===== src/rtl/sqrt_result_fifo.sv =====
`default_nettype none
// ============================================================================
// Module   : sqrt_result_fifo
// Purpose  : Captures each result of a square-root core and buffers it in a
//            small show-ahead FIFO. A result is captured once per rising edge
//            of the core's done flag. The core is never stalled. If a result
//            arrives while the FIFO is full and nothing is popped, it is
//            dropped and a sticky overflow flag is set.
// Ports    : clk          - single clock, rising edge
//            rst_n        - asynchronous active-low reset
//            ready_i      - core done flag; a 0->1 edge captures root_i
//            root_i       - core result, valid while ready_i is high
//            out_ready_i  - consumer accepts the head entry
//            out_valid_o  - FIFO holds at least one entry
//            out_data_o   - head entry (show-ahead, combinational)
//            count_o      - current occupancy, 0..DEPTH
//            overflow_o   - sticky: a result was dropped
//            clr_ovf_i    - synchronous clear of overflow_o
// Revision : 1.0 - initial release
// ============================================================================
module sqrt_result_fifo #(
   parameter int DATA_WIDTH = 8,
   parameter int DEPTH      = 4
) (
   input  logic                         clk,
   input  logic                         rst_n,
   input  logic                         ready_i,
   input  logic [DATA_WIDTH-1:0]        root_i,
   input  logic                         out_ready_i,
   output logic                         out_valid_o,
   output logic [DATA_WIDTH-1:0]        out_data_o,
   output logic [$clog2(DEPTH):0]       count_o,
   output logic                         overflow_o,
   input  logic                         clr_ovf_i
);

   localparam int                 c_AW   = $clog2(DEPTH);
   localparam logic [c_AW:0]      c_FULL = DEPTH[c_AW:0];

   logic [DATA_WIDTH-1:0] r_mem [DEPTH];
   logic [c_AW-1:0]       r_wr_ptr;
   logic [c_AW-1:0]       r_rd_ptr;
   logic [c_AW:0]         r_count;
   logic                  r_ready_d;
   logic                  r_overflow;

   logic                  w_push;
   logic                  w_pop;
   logic                  w_full;
   logic                  w_accept;
   logic                  w_drop;

   // One push per rising edge of the done flag, however long it is held.
   assign w_push   = ready_i & ~r_ready_d;
   // out_valid gates the pop, so popping an empty FIFO cannot happen.
   assign w_pop    = out_valid_o & out_ready_i;
   assign w_full   = (r_count == c_FULL);
   // When full, a push still fits if the head leaves in the same cycle.
   assign w_accept = w_push & (~w_full | w_pop);
   assign w_drop   = w_push & w_full & ~w_pop;

   assign out_valid_o = (r_count != '0);
   assign out_data_o  = r_mem[r_rd_ptr];
   assign count_o     = r_count;
   assign overflow_o  = r_overflow;

   // Edge register resets high so a done flag already asserted when reset
   // releases is not mistaken for a new result.
   always_ff @(posedge clk or negedge rst_n) begin
      if (!rst_n) begin
         r_ready_d <= 1'b1;
      end else begin
         r_ready_d <= ready_i;
      end
   end

   // Storage is not reset; contents are meaningless while out_valid_o is low.
   always_ff @(posedge clk) begin
      if (w_accept) begin
         r_mem[r_wr_ptr] <= root_i;
      end
   end

   // DEPTH is a power of two, so natural pointer wrap gives modulo DEPTH.
   always_ff @(posedge clk or negedge rst_n) begin
      if (!rst_n) begin
         r_wr_ptr <= '0;
         r_rd_ptr <= '0;
      end else begin
         if (w_accept) begin
            r_wr_ptr <= r_wr_ptr + 1'b1;
         end
         if (w_pop) begin
            r_rd_ptr <= r_rd_ptr + 1'b1;
         end
      end
   end

   always_ff @(posedge clk or negedge rst_n) begin
      if (!rst_n) begin
         r_count <= '0;
      end else begin
         case ({w_accept, w_pop})
            2'b10:   r_count <= r_count + 1'b1;
            2'b01:   r_count <= r_count - 1'b1;
            default: r_count <= r_count;
         endcase
      end
   end

   // A fresh drop takes priority over a clear in the same cycle.
   always_ff @(posedge clk or negedge rst_n) begin
      if (!rst_n) begin
         r_overflow <= 1'b0;
      end else if (w_drop) begin
         r_overflow <= 1'b1;
      end else if (clr_ovf_i) begin
         r_overflow <= 1'b0;
      end
   end

endmodule
`default_nettype wire


===== config.mk =====
export PLATFORM = sky130hd
export DESIGN_NAME = sqrt_result_fifo
export DESIGN_NICKNAME = d
export VERILOG_FILES = /design/src/rtl/sqrt_result_fifo.sv
export SDC_FILE = /design/constraint.sdc
export NUM_CORES = 1
export LEC_CHECK = 0
export ABC_AREA = 1
export ABC_CLOCK_PERIOD_IN_PS = 1600
export BUFFER_PORTS_ARGS = -buffer_cell sky130_fd_sc_hd__buf_2
export CORE_MARGIN = 2
export CORE_UTILIZATION = 40
export DETAILED_ROUTE_END_ITERATION = 8
export PLACE_DENSITY_LB_ADDON = 0.25
export SYNTH_ARGS = -nofsm -noshare
export SYNTH_HDL_FRONTEND = slang
export SYNTH_SLANG_ARGS = --single-unit

===== constraint.sdc =====
create_clock -name clk -period 1.6 [get_ports clk]
set_input_delay 0.48 -clock clk [delete_from_list [all_inputs] [get_ports clk]]
set_output_delay 0.48 -clock clk [all_outputs]
set_load 0.01 [all_outputs]

# [Yosys cells after proc, flatten, opt, wreduce, memory -nomap -nowiden]
# Memories as Yosys holds them, arrays and structs flattened.
# Cells that the tools add are included.
[totals] mem_count=1 out_inout_bits=13 reg_bits=9 ramBits=32 inputBits=13
[memory_table] memory="r_mem" depth=4 word_bits=8 rd=1 rd_ports_with_merged_regs=0 write_ports=1 line="40" source="logic [DATA_WIDTH-1:0] r_mem [DEPTH];"
[op_classes] n_reduce_logical=3 eq_ne=3 bitwise=9 mux=5 n_addsub=4
[op_table] operator="3-bit case mux with 2 select lines" n=1
[op_table] operator="1-bit AND" n=5
[op_table] operator="2-bit by 1-bit adder with 2-bit output (second input constant)" n=2
[op_table] operator="1-bit two-way mux" n=4
[op_table] operator="2-bit nonzero test" n=2
[op_table] operator="3-bit by 1-bit adder with 3-bit output (second input constant)" n=1
[op_table] operator="3-bit equality test (second input constant)" n=1
[op_table] operator="1-bit inverter" n=3
[op_table] operator="3-bit nonzero test" n=1
[op_table] operator="3-bit by 1-bit subtractor with 3-bit output (second input constant)" n=1
[op_table] operator="2-bit by 1-bit equality test with 1-bit output (second input constant)" n=1
[op_table] operator="2-bit equality test (second input constant)" n=1
[op_table] operator="1-bit bitwise OR" n=1

# [Logic depth before layout (Yosys ltp)]
# Gate-level depths: netlist (run 1).
[logic_depth] depth_word=6 ltp_mapped=10

# [Least setup slack after synthesis (run 1)]
# OpenSTA, ideal clock, no wires.
[synth_timing] path_type="reg2reg" from="reg r_count[2], in the netlist count_o[2]" to="mem r_mem[0][0], enable pin" period_less_slack_ns=1.610 setup_slack_ns=-0.010 n_path_buf=0 t_arrival_ns=1.240 stages_incl_launch_ff=5 required_time_ns=1.229 path_cell_list="dfrtp_1 inv_1 a21oi_2 o21ai_4 nor2_1"
[synth_via] elab_chain_cells=6
[synth_rtl] item="from (decl)" line="43" source="logic [c_AW:0] r_count;"
[synth_rtl] item="from (signal assigned)" line="104" source="2'b10: r_count <= r_count + 1'b1;"
[synth_rtl] item="from (signal assigned)" line="105" source="2'b01: r_count <= r_count - 1'b1;"
[synth_rtl] item="from (signal assigned)" line="106" source="default: r_count <= r_count;"
[synth_rtl] item="3-bit nonzero test or 3-bit equality test (tied branches)" line="62, 57"
[synth_rtl] item="1-bit AND or 1-bit inverter (tied branches)" line="56, 59"
[synth_rtl] item="1-bit bitwise OR *" line="59" source="assign w_accept = w_push & (~w_full | w_pop);"
[synth_rtl] item="1-bit AND *" line="59"
[synth_rtl] item="1-bit two-way mux *" line="79" source="if (w_accept) begin"
[synth_rtl] item="1-bit two-way mux (not written as such) *" line="80" source="r_mem[r_wr_ptr] <= root_i;"
[synth_rtl] item="to (decl)" line="40"
# Every way passes the cells marked *; elsewhere a longest branch is shown, timed or not.

# [Final worst setup path (run 1)]
[layout_timing] from="reg r_rd_ptr[0]" to="out out_data_o[2]"
[layout_via] elab_chain_cells=1
[layout_rtl] item="from (decl)" line="42" source="logic [c_AW-1:0] r_rd_ptr;"
[layout_rtl] item="from (signal assigned)" line="94" source="r_rd_ptr <= r_rd_ptr + 1'b1;"
[layout_rtl] item="memory read 4 x 8 bit"
[layout_rtl] item="to (decl)" line="31" source="output logic [DATA_WIDTH-1:0] out_data_o,"
# No other way between the ends.

==> flow_summary.toml, run 1 <==
[status]
status = "complete, but fails checks"
violations = "negative setup slack"

[sta]
relSlewSlack = 0.851
tns_ps = -1210
rsz0062_at_grt = "true"
finClkSkew_ps = 6.65
fmax_mhz = 565
setup_violations = 8
period_share = 1.11
worst_slew_pin_slew_ps = 223
final.min_clock_period_ps = 1770
drv_slew = 0
postLayoutSetupSlackWorst_ps = -169
hold_viol_final = 0

[yosys]
yosys.area.top_type = "edfxtp_1"
seq_area_frac_synth = 0.680
syn-num-nets = 160
synth_top_area_frac = 0.550
yosys_warnings = 0
syn_area_per_cell_um2 = 12.3
ys_top_cells_by_area = "edfxtp_1, dfrtp_1, o21ai_0, nor2_1, inv_1"
netlist_area_mm2 = 0.00175
synth-seq-cells = 41
syn_inst = 142
yosys.cell_types.count = 22

[cells_and_area]
drive_gt1_frac = 0.370
antenna_cells = 0
layout_commonest_cell = "edfxtp_1"
postLayoutCoreUtil = 0.520
finish.instance_area_mm2 = 0.00223
areaGrowthSynthToFinish_pct = 27.9
num-nets-final = 209
most-common-layout-cells = "edfxtp_1, buf_2, nor2_1, buf_4, o21ai_1"

[placed_design]
port_buffers = 25
dp_hpwl_mm = 2.26
place_congestion = 0.895
dp_slack_ps = -155
place_area_mm2 = 0.00204

[clock_tree]
postCtsHoldBufs = 0
clk_path_buf_depth = 2
clock-root-buffer = "clkbuf_8"
clkTransAtPathRegs_ps = 80
numCtsBuffers = 5
clk-insertion-delay-late_ps = 300
cts_sinks = 41
cts_tree = "yes"
htree_levels = 2

[die]
die_area_mm2 = 0.00491
io_pins = 26
num_rows = 24
coreArea_mm2 = 0.00429
dieHeight_um = 70.1
initial_core_util = 0.407
dieWidth_um = 70.1

[global_routing]
first_global_vias = 1125
grt_max_degree = 15
grt_pass1_wl_mm = 5.24
antenna_found_initial = 0
grt_overflow = 0
grt_usage = 0.144

[route]
drt_iter0_markers = 91
drt_wl_total_mm = 3.28
drc = 0
vias = 1194
drtPass1Iterations = 4
routedWlPerCell_um = 13.4
drtAntennaViolNets = 0
avgViaCountPerCell = 4.89

[pwr]
powerDensity_mw_per_mm2 = 1790
power_mw = 4.00
p_leak_nw = 0.924
ir_drop_mv = 0.640

[worst_setup_path]
cp-start-kind = "flip-flop"
cp.required_ps = 1120
end_kind = "output pin"
crit_arrival_ps = 1290
path_max_fanout = 7
crit_type = "flip-flop to output pin"

[job]
maxCapViolCount = 0

[worst_hold_path]
hp-class = "input port to asynchronous set/reset pin"
layer usage:
metal	track usage	routed length, um	up-vias
li1	-	-	583
met4	0.0641	59	0
met5	0	0	-
met3	0.0534	154	5
met1	0.168	1350	578
met2	0.237	1710	28
metrics by stage:
step	hold WS, ps	cells
final	22.9	244
after global routing	24.5	244
after CTS	26.6	241
after detailed placement	346	231
after global placement	341	231
after floorplan	184	142
worst max-delay path, stage by stage, from the launching register on:
cell and delay [ps]:
dfrtp_1 410, inv_2 110, buf_6 130, nor2_1 40, o22ai_1 150, buf_2 160
registers in the layout (all words and copies together), names as in the netlist:
register    cells
r_mem          32
count_o         3
r_rd_ptr        2
r_wr_ptr        2
overflow_o      1
r_ready_d       1
kinds of logic (layout without fill, tap and decap cells):
kind of cell	after synthesis	after routing	share of synthesized area
AOI/OAI and AO/OA	29	29	0.0974
xor gates and xnor gates	3	3	0.0150
buffers and inverters	23	73	0.0530
and+or+nand+nor	41	41	0.115
DFF	41	41	0.680
adders and majority gates	5	5	0.0401
repair_timing:
item,CTS,global route
buffers inserted,1,3
endpoints found under the setup margin,10,43
resized for setup,18,12
gates cloned,1,0
pin swaps,6,4
cell usage after synthesis:
master	number
buf_4	1
o21ai_1	1
nand2_1	5
nor2_1	23
dfrtp_1	8
nand3_1	3
nand4_1	2
nor2_4	2
a21oi_2	1
nand2_2	4
edfxtp_1	32
ha_1	4
o21ai_4	1
o21ai_0	18
buf_2	2
nand3_2	2
inv_1	19
dfstp_2	1
buf_1	1
o22ai_1	8
xor2_1	3
fa_1	1
path summary, 6_finish.rpt:
| path | startpoint | endpoint | slack (ps) | depth (start not counted) |
|---|---|---|---|---|
| min in group clk | ready_i | r_ready_d$_DFF_PN1_ | 290 | 1 |
| hold reg to reg | overflow_o$_DFFE_PN0P_ | overflow_o$_DFFE_PN0P_ | 530 | 2 |
| max in group asynchronous | rst_n | r_ready_d$_DFF_PN1_ | 1320 | 1 |
| setup reg to reg | r_ready_d$_DFF_PN1_ | count_o[2]$_DFFE_PN0P_ | 40 | 9 |
| setup / recovery | r_rd_ptr[0]$_DFFE_PN0P_ | out_data_o[2] | -170 | 5 |
| hold / removal | rst_n | count_o[2]$_DFFE_PN0P_ | 20 | 1 |
cell type report:
class / instances / area (um2)
fill: 374 / 2060
multi-input combinational: 78 / 489
timing repair buffer: 46 / 304
clock buffer: 5 / 68.8
sequential: 41 / 1190
inverter: 19 / 71.3
tap: 52 / 65.1
clock inverter: 3 / 46.3
power breakdown:
| part | internal [mW] | leakage, nW | total, mW | switching, mW |
|---|---|---|---|---|
| registers | 1.34 | 0.396 | 1.44 | 0.104 |
| clock network | 0.466 | 0.0543 | 0.822 | 0.356 |
| logic | 0.770 | 0.473 | 1.73 | 0.965 |
| total | 2.58 | 0.924 | 4.00 | 1.43 |
No activity file was read; power rests on OpenSTA's default activity.
==> run 2, diff against run 1 <==
- REMOVE_ABC_BUFFERS: not set -> 1
==> run 2 against run 1 <==
Critical path type unchanged. Total power decreased by 1.7%. Cell count increased by 2.0%. Via count increased by 1.3%. Sequential share of layout area decreased by 0.96 points. The run still ends with negative setup slack left. Highest routed layer unchanged.
==> flow_summary.toml, run 2 (synthesis gave the netlist of run 1 again) <==
[global_routing]
first_global_vias = 1218
grt_pass1_wl_mm = 5.95
grt_overflow = 0
grt_max_degree = 13
grt_usage = 0.161
antenna_found_initial = 0

[worst_setup_path]
cp.depth = 4
r2r_slack_ps = 10
path_cells = "buf_4, o21ai_1, o22ai_2, buf_2"
regToRegEndpoint = "count_o[2]$_DFFE_PN0P_"
crit_arrival_ps = 1290
crit_type = "flip-flop to output pin"
end_kind = "output pin"
cp-start-kind = "flip-flop"
crit_family = "flip-flops"
r2r_cells = 9
slowest_delay_ps = 420
cp.required_ps = 1120
critical_path_buf_inv_count = 2
r2r-start = "r_ready_d$_DFF_PN1_"
path_max_fanout = 6
cpMaxStageDelayCell = "dfrtp_1"

[job]
maxCapViolCount = 0

[pwr]
ir_drop_mv = 0.668
p_leak_nw = 0.948
powerDensity_mw_per_mm2 = 1730
power_mw = 3.93

[die]
coreArea_mm2 = 0.00429
die_area_mm2 = 0.00491
io_pins = 26
initial_core_util = 0.407
dieHeight_um = 70.1
dieWidth_um = 70.1
num_rows = 24

[sta]
rsz0062_at_grt = "true"
drv_slew = 0
relSlewSlack = 0.847
worst_slew_pin_slew_ps = 230
period_share = 1.11
finClkSkew_ps = 6.14
setup_violations = 9
final.min_clock_period_ps = 1770
postLayoutSetupSlackWorst_ps = -174
hold_viol_final = 0
fmax_mhz = 564

[cells_and_area]
postLayoutCoreUtil = 0.529
regMostFlops = "r_mem"
most-common-layout-cells = "edfxtp_1, buf_2, buf_4, nor2_1, inv_1"
drive_gt1_frac = 0.442
fill_cells = 383
antenna_cells = 0
layout_commonest_cell = "edfxtp_1"
areaGrowthSynthToFinish_pct = 30.1
num-nets-final = 214
largest_reg_flops = 32

[clock_tree]
clkTransAtPathRegs_ps = 70
clk_path_buf_depth = 2
clk-insertion-delay-late_ps = 290
cts_tree = "yes"
cts_sinks = 41
numCtsBuffers = 5
htree_levels = 2
clock-root-buffer = "clkbuf_8"

[route]
vias = 1209
routedWlPerCell_um = 14.5
drtPass1Iterations = 4
drtAntennaViolNets = 0
drt_iter0_markers = 85
drt_wl_total_mm = 3.62
drc = 0
avgViaCountPerCell = 4.86

[worst_hold_path]
hp-class = "input port to asynchronous set/reset pin"

[placed_design]
dp_hpwl_mm = 2.43
port_buffers = 25
dp_slack_ps = -115
place_congestion = 0.816

[status]
status = "complete, but fails checks"
violations = "negative setup slack"
-- run 2: worst max path at each step --
stage,from,end,slack (ps)
final,r_rd_ptr[0]$_DFFE_PN0P_,out_data_o[5],-170
after global routing,r_rd_ptr[0]$_DFFE_PN0P_,out_data_o[6],-250
after CTS,r_rd_ptr[0]$_DFFE_PN0P_,out_data_o[5],-170
after detailed placement,ready_i,count_o[2]$_DFFE_PN0P_,-120
after global placement,ready_i,count_o[2]$_DFFE_PN0P_,-30
after floorplan,count_o[2]$_DFFE_PN0P_,r_mem[0][0]$_DFFE_PP_,-10
-- run 2: per-layer routing --
| layer | share of wire | vias to the layer above | GRT usage | wire length (um) |
|---|---|---|---|---|
| met4 | 0.012 | 0 | 0.0577 | 43 |
| met1 | 0.43 | 592 | 0.198 | 1570 |
| li1 | - | 592 | - | - |
| met2 | 0.52 | 21 | 0.263 | 1870 |
| met3 | 0.038 | 4 | 0.0563 | 139 |
| met5 | 0 | - | 0 | 0 |
-- run 2: area by class of cell --
| class | count | area [um2] | area share |
|---|---|---|---|
| Multi-Input combinational cell | 78 | 529 | 0.233 |
| Inverter | 19 | 71.3 | 0.0314 |
| Sequential cell | 41 | 1190 | 0.523 |
| Tap cell | 52 | 65.1 | 0.0286 |
| Timing Repair Buffer | 51 | 338 | 0.149 |
| Clock inverter | 1 | 5.00 | 0.00220 |
| Clock buffer | 7 | 76.3 | 0.0336 |
-- run 2: report_power, final --
group / switching, mW / internal, mW / total [mW]
combinational: 1.04 / 0.815 / 1.85
sequential: 0.109 / 1.34 / 1.45
clock: 0.328 / 0.306 / 0.634
total: 1.48 / 2.46 / 3.93
-- run 2: stage by stage --
| stage | TNS, ps | hold WS, ps | cells | cell area (um2) |
|---|---|---|---|---|
| 2_1_floorplan | -333 | 184 | 138 | 1730 |
| 3_3_place_gp | -29.9 | 345 | 234 | 2060 |
| 3_5_place_dp | -340 | 352 | 234 | 2060 |
| 4_1_cts | -1320 | 35.0 | 246 | 2190 |
| 5_1_grt | -1990 | 37.8 | 249 | 2270 |
| 6_report | -1270 | 32.7 | 249 | 2270 |
-- run 2: timing repair --
| item | in CTS | in global routing |
|---|---|---|
| setup buffers | 3 | 3 |
| setup endpoints to repair | 9 | 16 |
| gates cloned | 1 | 0 |
| pin swaps | 5 | 10 |
| hold buffers | 0 | 0 |
| resized for setup | 18 | 22 |
